$ cat config.mk
export PLATFORM = sky130hd
export DESIGN_NAME = fx_mode_sync
export DESIGN_NICKNAME = d
export VERILOG_FILES = /design/src/rtl/fx_mode_sync.sv
export SDC_FILE = /design/constraint.sdc
export NUM_CORES = 1
export LEC_CHECK = 0
export BUFFER_PORTS_ARGS = -buffer_cell sky130_fd_sc_hd__buf_2
export CORE_AREA = 5 5 59 61
export CTS_CLUSTER_DIAMETER = 50
export CTS_CLUSTER_SIZE = 20
export DETAILED_ROUTE_END_ITERATION = 8
export DIE_AREA = 0 0 64 66
export PLACE_DENSITY = 0.69
export SLEW_MARGIN = 20
export SYNTH_ARGS = -nofsm -noshare
export SYNTH_HDL_FRONTEND = slang
export SYNTH_SLANG_ARGS = --single-unit
$ cat constraint.sdc
create_clock -name clk -period 0.8 [get_ports clk]
set_input_delay 0.08 -clock clk [delete_from_list [all_inputs] [get_ports clk]]
set_output_delay 0.08 -clock clk [all_outputs]
set_load 0.01 [all_outputs]
$ cat src/rtl/fx_mode_sync.sv
// rtl/fx_mode_sync.sv - RGB swap fx mode control with frame-aligned mode changes (optional RGB_SWAP_AUTO_CYCLE_EN)
module fx_mode_sync #(
    parameter int unsigned FRAMES_PER_STEP = 60,
    parameter bit          VSYNC_POL       = 1'b1
) (
    input  logic        clk,
    input  logic        rst,
    input  logic [23:0] vid_pData_in,
    input  logic        vid_pVDE_in,
    input  logic        vid_pHSync_in,
    input  logic        vid_pVSync_in,
    input  logic [1:0]  mode_req,
    input  logic        req_valid,
    output logic        req_ready,
    input  logic        auto_en,
    output logic [23:0] vid_pData_out,
    output logic        vid_pVDE_out,
    output logic        vid_pHSync_out,
    output logic        vid_pVSync_out,
    output logic [1:0]  mode_out,
    output logic        mode_changed
);

    logic [23:0] data_q;
    logic        vde_q;
    logic        hs_q;
    logic        vs_q;
    logic        vs_prev_act_q;
    logic        pending_q, pending_d;
    logic [1:0]  stored_q, stored_d;
    logic [1:0]  mode_q, mode_d;
    logic        changed_q, changed_d;
    logic        vs_act;
    logic        fb;
    logic        accept;

`ifdef RGB_SWAP_AUTO_CYCLE_EN
    localparam logic [15:0] LAST_COUNT = 16'(FRAMES_PER_STEP - 1);
    logic [15:0] cnt_q, cnt_d;
`else
    logic        unused_auto_en;
    assign unused_auto_en = auto_en;
`endif

    // Frame boundary is the first cycle vsync is seen at its active level.
    assign vs_act    = (vid_pVSync_in == VSYNC_POL);
    assign fb        = vs_act && !vs_prev_act_q;
    assign req_ready = !pending_q && !rst;
    assign accept    = req_valid && req_ready;

    // Next-state for the request slot, mode and optional auto-cycle counter.
    always_comb begin
        pending_d = pending_q;
        stored_d  = stored_q;
        mode_d    = mode_q;
        changed_d = 1'b0;
`ifdef RGB_SWAP_AUTO_CYCLE_EN
        cnt_d     = cnt_q;
`endif
        if (fb && pending_q) begin
            // A manual request already waiting wins at the boundary.
            mode_d    = stored_q;
            changed_d = (stored_q != mode_q);
            pending_d = 1'b0;
`ifdef RGB_SWAP_AUTO_CYCLE_EN
            cnt_d     = 16'd0;
`endif
        end else begin
            // A request accepted in the boundary cycle itself waits for the next one.
            if (accept) begin
                pending_d = 1'b1;
                stored_d  = mode_req;
            end
`ifdef RGB_SWAP_AUTO_CYCLE_EN
            if (!auto_en) begin
                cnt_d = 16'd0;
            end else if (fb) begin
                if (cnt_q == LAST_COUNT) begin
                    mode_d    = mode_q + 2'd1;
                    changed_d = 1'b1;
                    cnt_d     = 16'd0;
                end else begin
                    cnt_d = cnt_q + 16'd1;
                end
            end
`endif
        end
    end

    // Video pipeline stage plus all control state; mode updates land with the delayed vsync.
    always_ff @(posedge clk) begin
        if (rst) begin
            data_q        <= 24'd0;
            vde_q         <= 1'b0;
            hs_q          <= 1'b0;
            vs_q          <= 1'b0;
            vs_prev_act_q <= 1'b1;
            pending_q     <= 1'b0;
            stored_q      <= 2'b00;
            mode_q        <= 2'b00;
            changed_q     <= 1'b0;
`ifdef RGB_SWAP_AUTO_CYCLE_EN
            cnt_q         <= 16'd0;
`endif
        end else begin
            data_q        <= vid_pData_in;
            vde_q         <= vid_pVDE_in;
            hs_q          <= vid_pHSync_in;
            vs_q          <= vid_pVSync_in;
            vs_prev_act_q <= vs_act;
            pending_q     <= pending_d;
            stored_q      <= stored_d;
            mode_q        <= mode_d;
            changed_q     <= changed_d;
`ifdef RGB_SWAP_AUTO_CYCLE_EN
            cnt_q         <= cnt_d;
`endif
        end
    end

    assign vid_pData_out  = data_q;
    assign vid_pVDE_out   = vde_q;
    assign vid_pHSync_out = hs_q;
    assign vid_pVSync_out = vs_q;
    assign mode_out       = mode_q;
    assign mode_changed   = changed_q;

endmodule

==> results of run 1 <==
power breakdown:
group	internal (uW)	total [uW]	switching (uW)
clock	1060	1620	557
combinational	325	498	173
sequential	1790	1820	36.2
flip-flops by register name, indices dropped and copies added (netlist names):
register and cells:
vid_pHSync_out 1, vs_prev_act_q 1, vid_pVSync_out 1, vid_pVDE_out 1
stored_q 2, mode_out 2, vid_pData_out 24, pending_q 1
mode_changed 1
worst max-delay path by stage:
stage	endpoint	slack (ps)	start	cells past startpoint
floorplan	stored_q[0]	1	pending_q	3
global placement	stored_q[0]	-20	pending_q	3
detailed placement	stored_q[0]	-60	pending_q	3
CTS	req_ready	-290	pending_q	3
global route	req_ready	-340	pending_q	3
finish	req_ready	-260	pending_q	3
cells in the final DEF (no fill, tap or decap):
cell and n:
a211oi_1 1, buf_12 1, buf_2 43, buf_4 5, buf_6 20, bufinv_16 2, clkbuf_4 5, clkbuf_8 1
dfxtp_1 14, dfxtp_2 19, dfxtp_4 1, diode_2 1, dlygate4sd3_1 27, inv_1 1, mux2i_1 4, nand3b_4 1
nor2_1 5, nor2_2 1, nor2b_1 27, nor2b_4 1, nor3_1 1, or2_1 1, xnor2_1 1, xnor2_2 1
layout make-up:
class | count | area [um2]
Clock inverter | 2 | 60.1
Timing Repair Buffer | 96 | 768
Clock buffer | 6 | 51.3
Sequential cell | 34 | 708
Multi-Input combinational cell | 44 | 312
Tap cell | 33 | 41.3
Inverter | 1 | 3.75
Antenna cell | 1 | 2.50
Fill cell | 221 | 981
metrics by stage:
step,std cells,utilization (%),power (uW)
after floorplan,82,-,1990
after global placement,178,47.3,2160
after detailed placement,178,47.3,2170
after CTS,216,62.0,3910
after global routing,216,66.4,4120
final,217,66.5,3940
cells by family (layout without fill, tap and decap cells):
kind of cell	count (synthesis)	after routing	synth area share, %
AO/OA/AOI/OAI	1	1	0.756
multiplexers	4	4	4.03
flip-flops	34	34	68.5
other	0	1	0
AND/OR/NAND/NOR	37	37	22.4
XOR/XNOR	2	2	1.76
buffers and inverters	4	105	2.52
what timing repair did:
| action | CTS | global route |
|---|---|---|
| resized for setup | 7 | 34 |
| pin swaps | 2 | 1 |
| setup buffers | 3 | 0 |
| hold endpoints to repair | 27 | 0 |
| hold buffers | 27 | 0 |
| endpoints found under the setup margin | 35 | 37 |
worst min-delay path, delay by kind of cell:
family                 cells  cell delay [ps]
buffers and inverters      1               80
multiplexers               1               60
AND/OR/NAND/NOR            1               80
cell usage after synthesis:
master,count
a211oi_1,1
dfxtp_1,34
nor3_1,1
nor2b_2,1
inv_1,1
nor2_1,6
nor2b_1,27
mux2i_1,4
or2_1,1
nand3b_2,1
buf_2,2
xnor2_1,2
buf_6,1
per-layer routing:
metal	wire length (um)	global-route usage [%]
met1	819	11.3
met2	1560	23.9
met3	254	6.80
met4	11	5.19
met5	0	0
==> qor.csv, run 1 <==
metric;value;unit
status;finished, violations left;
failing checks;negative setup slack;
Seq cells post-synth;34;
DP HPWL;1620;um
post-route cell area;1950;um2
hold slack;2.00;ps
syn nets;115;
RSZ-0062 raised after global routing;yes;
Tmin final;1060;ps
r2r endpoint;stored_q[0];
Core ar.;2930;um2
Starting Density;33.9;%
maximum clock rate;945;MHz
First-pass DRT Iterations;4;
setup TNS;-2240;ps
post-synth top area cell;dfxtp_1;
Worst Path Arrival;980;ps
Max VDD drop;1660;uV
antenna violations before repair;0;
Hold Startpoint;mode_req[1];
routability cong.;0.713;
CTS Root Cell;clkbuf_4;
clk buf depth;2;
H-tree Lvls;2;
Synth cell types;13;
Setup crit start kind;flip-flop;
worst path required time;720;ps
Starting DRT DRC Count;14;
pre-CTS setup slack;-56.4;ps
layout net count;215;
CTS tree;built;
I/O Pins;64;
layout cell share with drive strength beyond 1;55.2;%
via count;905;
row cnt;20;
Static Leak;0.000936;uW
P&R area growth vs syn;96.0;%
HP Class;input port to flip-flop;
Die H;66;um
gr usage total;12.8;%
Buffers on Ports;62;
Die ar.;4220;um2
post-DR vias/cell;4.17;
R2R Setup Slk;-190;ps
relative slew slack;75.6;%
slowest cell on the critical path;dfxtp_4;
Hold Path End;stored_q[1];
largest net degree at the start of global routing;20;
Setup Skew;2.33;ps
Synth top area share;68.5;%
Largest delay share family, worst path;flip-flops;
total CTS buffers;5;
Clock Sinks;34;
Routed WL per cell;12.2;um
WP buf/inv;2;
Antenna Nets Post-Route;0;
Fin. Hold Viols;0;
drc violations;0;
Post-Route WL;2640;um
setup violators final;37;
Clk pin slew, worst setup/hold paths;100;ps
Post-Syn Area;993;um2
fin. max-slew vios;0;
Largest stage delay, worst path;360;ps
final worst-path cycle share;132;%
hold path depth;3;
CP Cell Sequence;buf_6 > nor2_2 > buf_2;
Crit. End Element;output pin;
Synth area leaders;dfxtp_1 (69%), nor2b_1 (17%), mux2i_1 (4.0%);
clk_lat worst skew;320;ps
first-pass GRT wire length;4070;um
worst-margin pin slew;366;ps
cells on worst reg2reg path;4;
Worst Slack Setup Final;-259;ps
Avg Inst Size Synth;12.1;um2
vias in the first global route;947;
Cells after Synth;82;
Yosys warning total;0;
power density cells;2020;nW/um2
die width;64;um
Crit Path Max Fanout;2;
Crit Reg-Reg Startpoint;pending_q;
grt ovf;0;
Area after DPL;1380;um2
critical path type;flip-flop to output pin;
sequential share of the synthesized area;68.5;%
max-cap violations;0;
Power figures use the tool's default switching activity.
==> run 2, diff against run 1 <==
--- a/config.mk
+++ b/config.mk
@@ -6,12 +6,13 @@
 export NUM_CORES = 1
 export LEC_CHECK = 0
 export BUFFER_PORTS_ARGS = -buffer_cell sky130_fd_sc_hd__buf_2
-export CORE_AREA = 5 5 59 61
+export CORE_AREA = 5 5 60 62
 export CTS_CLUSTER_DIAMETER = 50
 export CTS_CLUSTER_SIZE = 20
 export DETAILED_ROUTE_END_ITERATION = 8
-export DIE_AREA = 0 0 64 66
-export PLACE_DENSITY = 0.69
+export DIE_AREA = 0 0 65 67
+export PLACE_DENSITY = 0.73
+export SETUP_SLACK_MARGIN = 0.15
 export SLEW_MARGIN = 20
 export SYNTH_ARGS = -nofsm -noshare
 export SYNTH_HDL_FRONTEND = slang
==> qor.csv, run 2 (synthesized netlist as in run 1, its figures left out) <==
metric;value;unit;change
power density cells;1690;nW/um2;was 2020 nW/um2
largest net degree at the start of global routing;18;;was 20
pre-CTS setup slack;-40.8;ps;was -56.4 ps
setup TNS;-2040;ps;was -2240 ps
Static Leak;0.000935;uW;was 0.000936 uW
layout cell share with drive strength beyond 1;55.2;%;about the same
Clk pin slew, worst setup/hold paths;100;ps;about the same
Worst Slack Setup Final;-238;ps;was -259 ps
final worst-path cycle share;130;%;was 132%
Filler Cell Count;247;;was 221
DP HPWL;1730;um;was 1620 um
Fin. Hold Viols;0;;unchanged
sequential power share;57.2;%;was 46.3%
Die H;67;um;was 66 um
Die ar.;4360;um2;was 4220 um2
CTS tree;built;;unchanged
worst path required time;720;ps;about the same
worst-margin pin slew;331;ps;was 366 ps
die width;65;um;was 64 um
Antenna Nets Post-Route;0;;unchanged
gr usage total;14.1;%;was 12.8%
Tmin final;1040;ps;was 1060 ps
WP buf/inv;2;;unchanged
Worst Path Arrival;960;ps;was 980 ps
status;finished, violations left;;unchanged
Post-Route WL;2860;um;was 2640 um
routability cong.;0.691;;was 0.713
Clock Sinks;34;;unchanged
RSZ-0062 raised after global routing;yes;;unchanged
hold slack;2.84;ps;was 2.00 ps
first-pass GRT wire length;4440;um;was 4070 um
critical path type;flip-flop to output pin;;unchanged
fin util;63.4;%;was 66.5%
Clk pwr share;26.9;%;was 41.1%
Core ar.;2980;um2;was 2930 um2
P&R area growth vs syn;89.9;%;was 96.0%
relative slew slack;77.9;%;was 75.6%
Max VDD drop;1350;uV;was 1660 uV
vias in the first global route;960;;was 947
maximum clock rate;963;MHz;was 945 MHz
most common cell after layout, fill and taps aside;buf_2;;unchanged
layout net count;213;;was 215
slowest cell on the critical path;dfxtp_4;;unchanged
combinational cell fraction of total power;15.9;%;was 12.7%
Routed WL per cell;13.4;um;was 12.2 um
H-tree Lvls;2;;unchanged
grt ovf;0;;unchanged
setup violators final;37;;unchanged
Starting DRT DRC Count;22;;was 14
max-cap violations;0;;unchanged
critical path's most frequent cell;buf_6;;
post-DR vias/cell;4.26;;was 4.17
ANT cells;0;;was 1
HP Class;input port to flip-flop;;unchanged
drc violations;0;;unchanged
power consumption;3180;uW;was 3940 uW
fin. max-slew vios;0;;unchanged
Crit Path Max Fanout;2;;unchanged
Buffers on Ports;62;;unchanged
clk buf depth;2;;unchanged
Crit. End Element;output pin;;unchanged
max FFs per register;24;;unchanged
I/O Pins;64;;unchanged
First-pass DRT Iterations;2;;was 4
CTS Root Cell;clkbuf_4;;unchanged
total CTS buffers;5;;unchanged
via count;912;;was 905
antenna violations before repair;0;;unchanged
Setup crit start kind;flip-flop;;unchanged
Largest stage delay, worst path;360;ps;about the same
Setup Skew;7.47;ps;was 2.33 ps
failing checks;negative setup slack;;unchanged
internal power;2440;uW;was 3170 uW
sw frac;23.2;%;was 19.5%
Largest delay share family, worst path;flip-flops;;unchanged
clk_lat worst skew;320;ps;about the same
most frequent cells in the layout;buf_2 (45), nor2b_1 (27), dlygate4sd3_1 (22);;was buf_2 (43), nor2b_1 (27), dlygate4sd3_1 (27)
CP Cell Sequence;buf_6 > nor2_4 > buf_6;;was buf_6 > nor2_2 > buf_2
row cnt;20;;unchanged
Starting Density;33.4;%;was 33.9%
Psw;738;uW;was 766 uW
run 2: cell types whose count changed in the layout (fill, tap and decap cells not counted), moves of 2 or more:
cell	previous run	this run
buf_4	5	3
clkinv_2	0	2
dfxtp_1	14	17
dfxtp_2	19	16
dlymetal6s4s_1	0	4
bufinv_16	2	0
buf_2	43	45
dlygate4sd3_1	27	22
run 2: power groups by stage:
stage / sequential (uW) / clock [uW] / combinational (uW)
6_report: 1820 / 854 / 506
5_1_grt: 1830 / 967 / 550
4_1_cts: 1810 / 894 / 449
3_5_place_dp: 1850 / 0 / 327
3_3_place_gp: 1840 / 0 / 321
2_1_floorplan: 1890 / 0 / 105
run 2: per-stage QoR:
| stage | std cells | area, um2 |
|---|---|---|
| 3_5_place_dp | 177 | 1380 |
| 6_report | 214 | 1890 |
| 5_1_grt | 214 | 1890 |
| 4_1_cts | 214 | 1760 |
| 3_3_place_gp | 177 | 1380 |
| 2_1_floorplan | 82 | 1010 |
run 2: cell type report:
| class | instances | area (um2) | area share (%) |
|---|---|---|---|
| repair buffers | 94 | 752 | 39.9 |
| flip-flops and latches | 34 | 704 | 37.3 |
| multi-input cells | 44 | 334 | 17.7 |
| clock buffers | 6 | 41.3 | 2.19 |
| well taps | 33 | 41.3 | 2.19 |
| clock inverters | 2 | 10.0 | 0.531 |
| inverters | 1 | 3.75 | 0.199 |
run 2: tightest hold or removal path: stages:
cell and delay (ps):
buf_2 80, mux2i_1 50, nor2_1 70
run 2: path summary, 6_finish.rpt:
check / from / end / slack (ps) / depth (start not counted)
setup / recovery: pending_q / req_ready / -240 / 3
hold / removal: mode_req[1] / stored_q[1] / 3 / 3
setup reg to reg: pending_q / stored_q[0] / -180 / 4
hold reg to reg: vs_prev_act_q / mode_changed / 560 / 2
run 2: repair_timing:
item                                    CTS  global route
resized for setup                         9            34
pin swaps                                 3             0
hold endpoints to repair                 28             0
endpoints found under the setup margin   37            41
hold buffers                             26             0
setup buffers                             3             0
run 2: routing by layer:
metal  up-vias  part of all wire, %  track usage [%]
met3        11                  7.0             5.06
met4         0                  3.5             10.3
met2        43                   61             28.4
li1        446                    -                -
met1       412                   29             10.8
met5         -                    0                0
==> run 3, diff against run 2 <==
--- a/config.mk
+++ b/config.mk
@@ -5,13 +5,14 @@
 export SDC_FILE = /design/constraint.sdc
 export NUM_CORES = 1
 export LEC_CHECK = 0
-export BUFFER_PORTS_ARGS = -buffer_cell sky130_fd_sc_hd__buf_2
-export CORE_AREA = 5 5 60 62
+export ABC_AREA = 1
+export BUFFER_PORTS_ARGS = -buffer_cell sky130_fd_sc_hd__clkbuf_2
+export CORE_AREA = 5 5 62 64
 export CTS_CLUSTER_DIAMETER = 50
 export CTS_CLUSTER_SIZE = 20
 export DETAILED_ROUTE_END_ITERATION = 8
-export DIE_AREA = 0 0 65 67
-export PLACE_DENSITY = 0.73
+export DIE_AREA = 0 0 67 69
+export PLACE_DENSITY = 0.72
 export SETUP_SLACK_MARGIN = 0.15
 export SLEW_MARGIN = 20
 export SYNTH_ARGS = -nofsm -noshare
==> qor.csv, run 3 <==
metric;value;unit;change
Routed WL per cell;11.3;um;was 13.4 um
Post-Route WL;3120;um;was 2860 um
synth cell count leaders;dfxtp_1 (34), inv_1 (33), nor2_1 (30);;was dfxtp_1 (34), nor2b_1 (27), nor2_1 (6)
post-DR vias/cell;4.04;;was 4.26
Psw;853;uW;was 738 uW
Yosys warning total;0;;unchanged
worst-margin pin slew;312;ps;was 331 ps
hold path depth;4;;was 3
H-tree Lvls;2;;unchanged
dpl cells;233;;was 177
sequential share of the synthesized area;63.1;%;was 68.5%
sequential power share;46.3;%;was 57.2%
antenna violations before repair;0;;unchanged
most common cell in the netlist;dfxtp_1;;unchanged
hold slack;39.5;ps;was 2.84 ps
Worst Path Arrival;900;ps;was 960 ps
CP Cell Sequence;nor2_4 > buf_6;;was buf_6 > nor2_4 > buf_6
gr usage total;12.6;%;was 14.1%
first-pass GRT wire length;4410;um;was 4440 um
met3 Resource Use GR;5.84;%;was 5.06%
Synth cell types;11;;was 13
most frequent cells in the layout;inv_1 (32), dlygate4sd3_1 (31), clkbuf_2 (31);;was buf_2 (45), nor2b_1 (27), dlygate4sd3_1 (22)
slowest cell on the critical path;dfxtp_4;;unchanged
setup violators final;37;;unchanged
RSZ-0062 raised after global routing;yes;;unchanged
largest net degree at the start of global routing;23;;was 18
die width;67;um;was 65 um
Max VDD drop;1010;uV;was 1350 uV
Fin. Hold Viols;0;;unchanged
Crit. End Element;output pin;;unchanged
Setup crit start kind;flip-flop;;unchanged
Clk pwr share;39.4;%;was 26.9%
WP buf/inv;1;;was 2
DP HPWL;1740;um;was 1730 um
Starting Density;33.4;%;about the same
layout cell share with drive strength beyond 1;48.1;%;was 55.2%
relative slew slack;79.2;%;was 77.9%
row cnt;21;;was 20
layout net count;263;;was 213
Cells after Synth;126;;was 82
combinational cell fraction of total power;14.3;%;was 15.9%
max FFs per register;24;;unchanged
clk_lat worst skew;320;ps;about the same
routability cong.;0.738;;was 0.691
via count;1118;;was 912
setup TNS;-2370;ps;was -2040 ps
cells on worst reg2reg path;6;;was 4
M1 GR Usage;12.6;%;was 10.8%
Avg Inst Size Synth;8.56;um2;was 12.1 um2
R2R Setup Slk;-170;ps;was -180 ps
Largest delay share family, worst path;flip-flops;;unchanged
most common cell after layout, fill and taps aside;inv_1;;was buf_2
vias in the first global route;1044;;was 960
max-cap violations;0;;unchanged
failing checks;negative setup slack;;unchanged
Starting DRT DRC Count;36;;was 22
post-synth top area cell;dfxtp_1;;unchanged
Largest stage delay, worst path;370;ps;was 360 ps
met2 global-route usage;22.4;%;was 28.4%
Crit Reg-Reg Startpoint;pending_q;;unchanged
Most Crowded Layer GR;met2;;unchanged
share of async-settable or async-resettable flops after synthesis;0;%;unchanged
syn nets;159;;was 115
power density cells;1880;nW/um2;was 1690 nW/um2
grt ovf;0;;unchanged
Post-Syn Area;1080;um2;was 993 um2
First-pass DRT Iterations;4;;was 2
Buffers on Ports;62;;unchanged
worst path required time;720;ps;about the same
fin util;65.3;%;was 63.4%
Die ar.;4620;um2;was 4360 um2
P&R area growth vs syn;95.7;%;was 89.9%
internal power;3110;uW;was 2440 uW
Hold Path End;stored_q[0];;was stored_q[1]
Tmin final;984;ps;was 1040 ps
Synth area leaders;dfxtp_1 (63%), inv_1 (11%), nor2_1 (10%);;was dfxtp_1 (69%), nor2b_1 (17%), mux2i_1 (4.0%)
Seq cells post-synth;34;;unchanged
Core ar.;3230;um2;was 2980 um2
sw frac;21.5;%;was 23.2%
Post-synth top flop;dfxtp_1;;unchanged
Layout Cells excl Fill;277;;was 214
clk buf depth;2;;unchanged
CTS Root Cell;clkbuf_4;;unchanged
r2r endpoint;mode_out[1];;was stored_q[0]
critical path type;flip-flop to output pin;;unchanged
power consumption;3960;uW;was 3180 uW
CTS tree;built;;unchanged
Hold Startpoint;req_valid;;was mode_req[1]
Antenna Nets Post-Route;0;;unchanged
final worst-path cycle share;123;%;was 130%
fin. max-slew vios;0;;unchanged
ANT cells;0;;unchanged
Clock Sinks;34;;unchanged
drc violations;0;;unchanged
Setup Skew;3.45;ps;was 7.47 ps
Synth top area share;63.1;%;was 68.5%
I/O Pins;64;;unchanged
Die H;69;um;was 67 um
total CTS buffers;5;;unchanged
status;finished, violations left;;unchanged
Filler Cell Count;275;;was 247
number of synthesized flops with an enable pin;0;;unchanged
Worst Slack Setup Final;-184;ps;was -238 ps
maximum clock rate;1020;MHz;was 963 MHz
HP Class;input port to flip-flop;;unchanged
Crit Path Max Fanout;2;;unchanged
Static Leak;0.00112;uW;was 0.000935 uW
Clk pin slew, worst setup/hold paths;110;ps;was 100 ps
-- run 3: changes by cell type after synthesis, sizes merged, moves of 2 or more --
cell	before	now
nor2b	28	0
nand2	0	16
inv	1	33
nand3	0	6
mux2i	4	0
nor2	6	32
xnor2	2	0
-- run 3: area by class of cell --
class	count	area [um2]	share of cell area [%]
clock buffer	5	37.5	1.78
clock inverter	3	68.8	3.26
inverter	33	124	5.87
multi-input combinational	56	278	13.2
sequential	34	712	33.7
tap	46	57.6	2.73
timing repair buffer	100	833	39.5
-- run 3: through the flow --
step / setup slack (ps) / area [um2]
6_report: -184 / 2110
5_1_grt: -240 / 2110
4_1_cts: -215 / 1910
3_5_place_dp: 23.8 / 1450
3_3_place_gp: 37.5 / 1450
2_1_floorplan: 76.7 / 1090
-- run 3: power groups by stage --
stage / combinational, uW / sequential, uW / clock [uW]
floorplan: 124 / 1890 / 0
global placement: 331 / 1850 / 0
detailed placement: 337 / 1850 / 0
CTS: 475 / 1810 / 1600
global route: 619 / 1850 / 1710
finish: 567 / 1830 / 1560
-- run 3: repair_timing --
| action | in CTS | in global routing |
|---|---|---|
| setup endpoints to repair | 37 | 37 |
| hold buffers | 30 | 1 |
| endpoints found under the hold margin | 30 | 1 |
| cloned | 0 | 0 |
| pin swaps | 5 | 2 |
| gates resized for setup | 11 | 74 |
| buffers inserted | 4 | 1 |
-- run 3: tightest hold or removal path, delay by kind of cell --
family | cells | cell delay [ps]
buffers and inverters | 1 | 110
and+or+nand+nor | 3 | 150
-- run 3: logic make-up (layout without fill, tap and decap cells) --
logic type,count (synthesis),count (layout),share of synthesized area [%]
buffers and inverters,36,141,14.6
AND/OR/NAND/NOR,56,56,22.3
flip-flops,34,34,63.1
-- run 3: how the worst max path moves through the flow --
stage / startpoint / to / slack (ps) / cells past startpoint
6_report: pending_q / req_ready / -180 / 2
3_3_place_gp: pending_q / mode_out[1] / 40 / 4
2_1_floorplan: pending_q / stored_q[0] / 80 / 4
5_1_grt: pending_q / req_ready / -240 / 2
4_1_cts: pending_q / req_ready / -210 / 2
3_5_place_dp: vs_prev_act_q / mode_out[1] / 20 / 3
-- run 3: metal layers --
layer	share of wire [%]	vias up
met1	35	500
met2	55	49
met5	0	-
met4	1.6	0
li1	-	562
met3	8.2	7
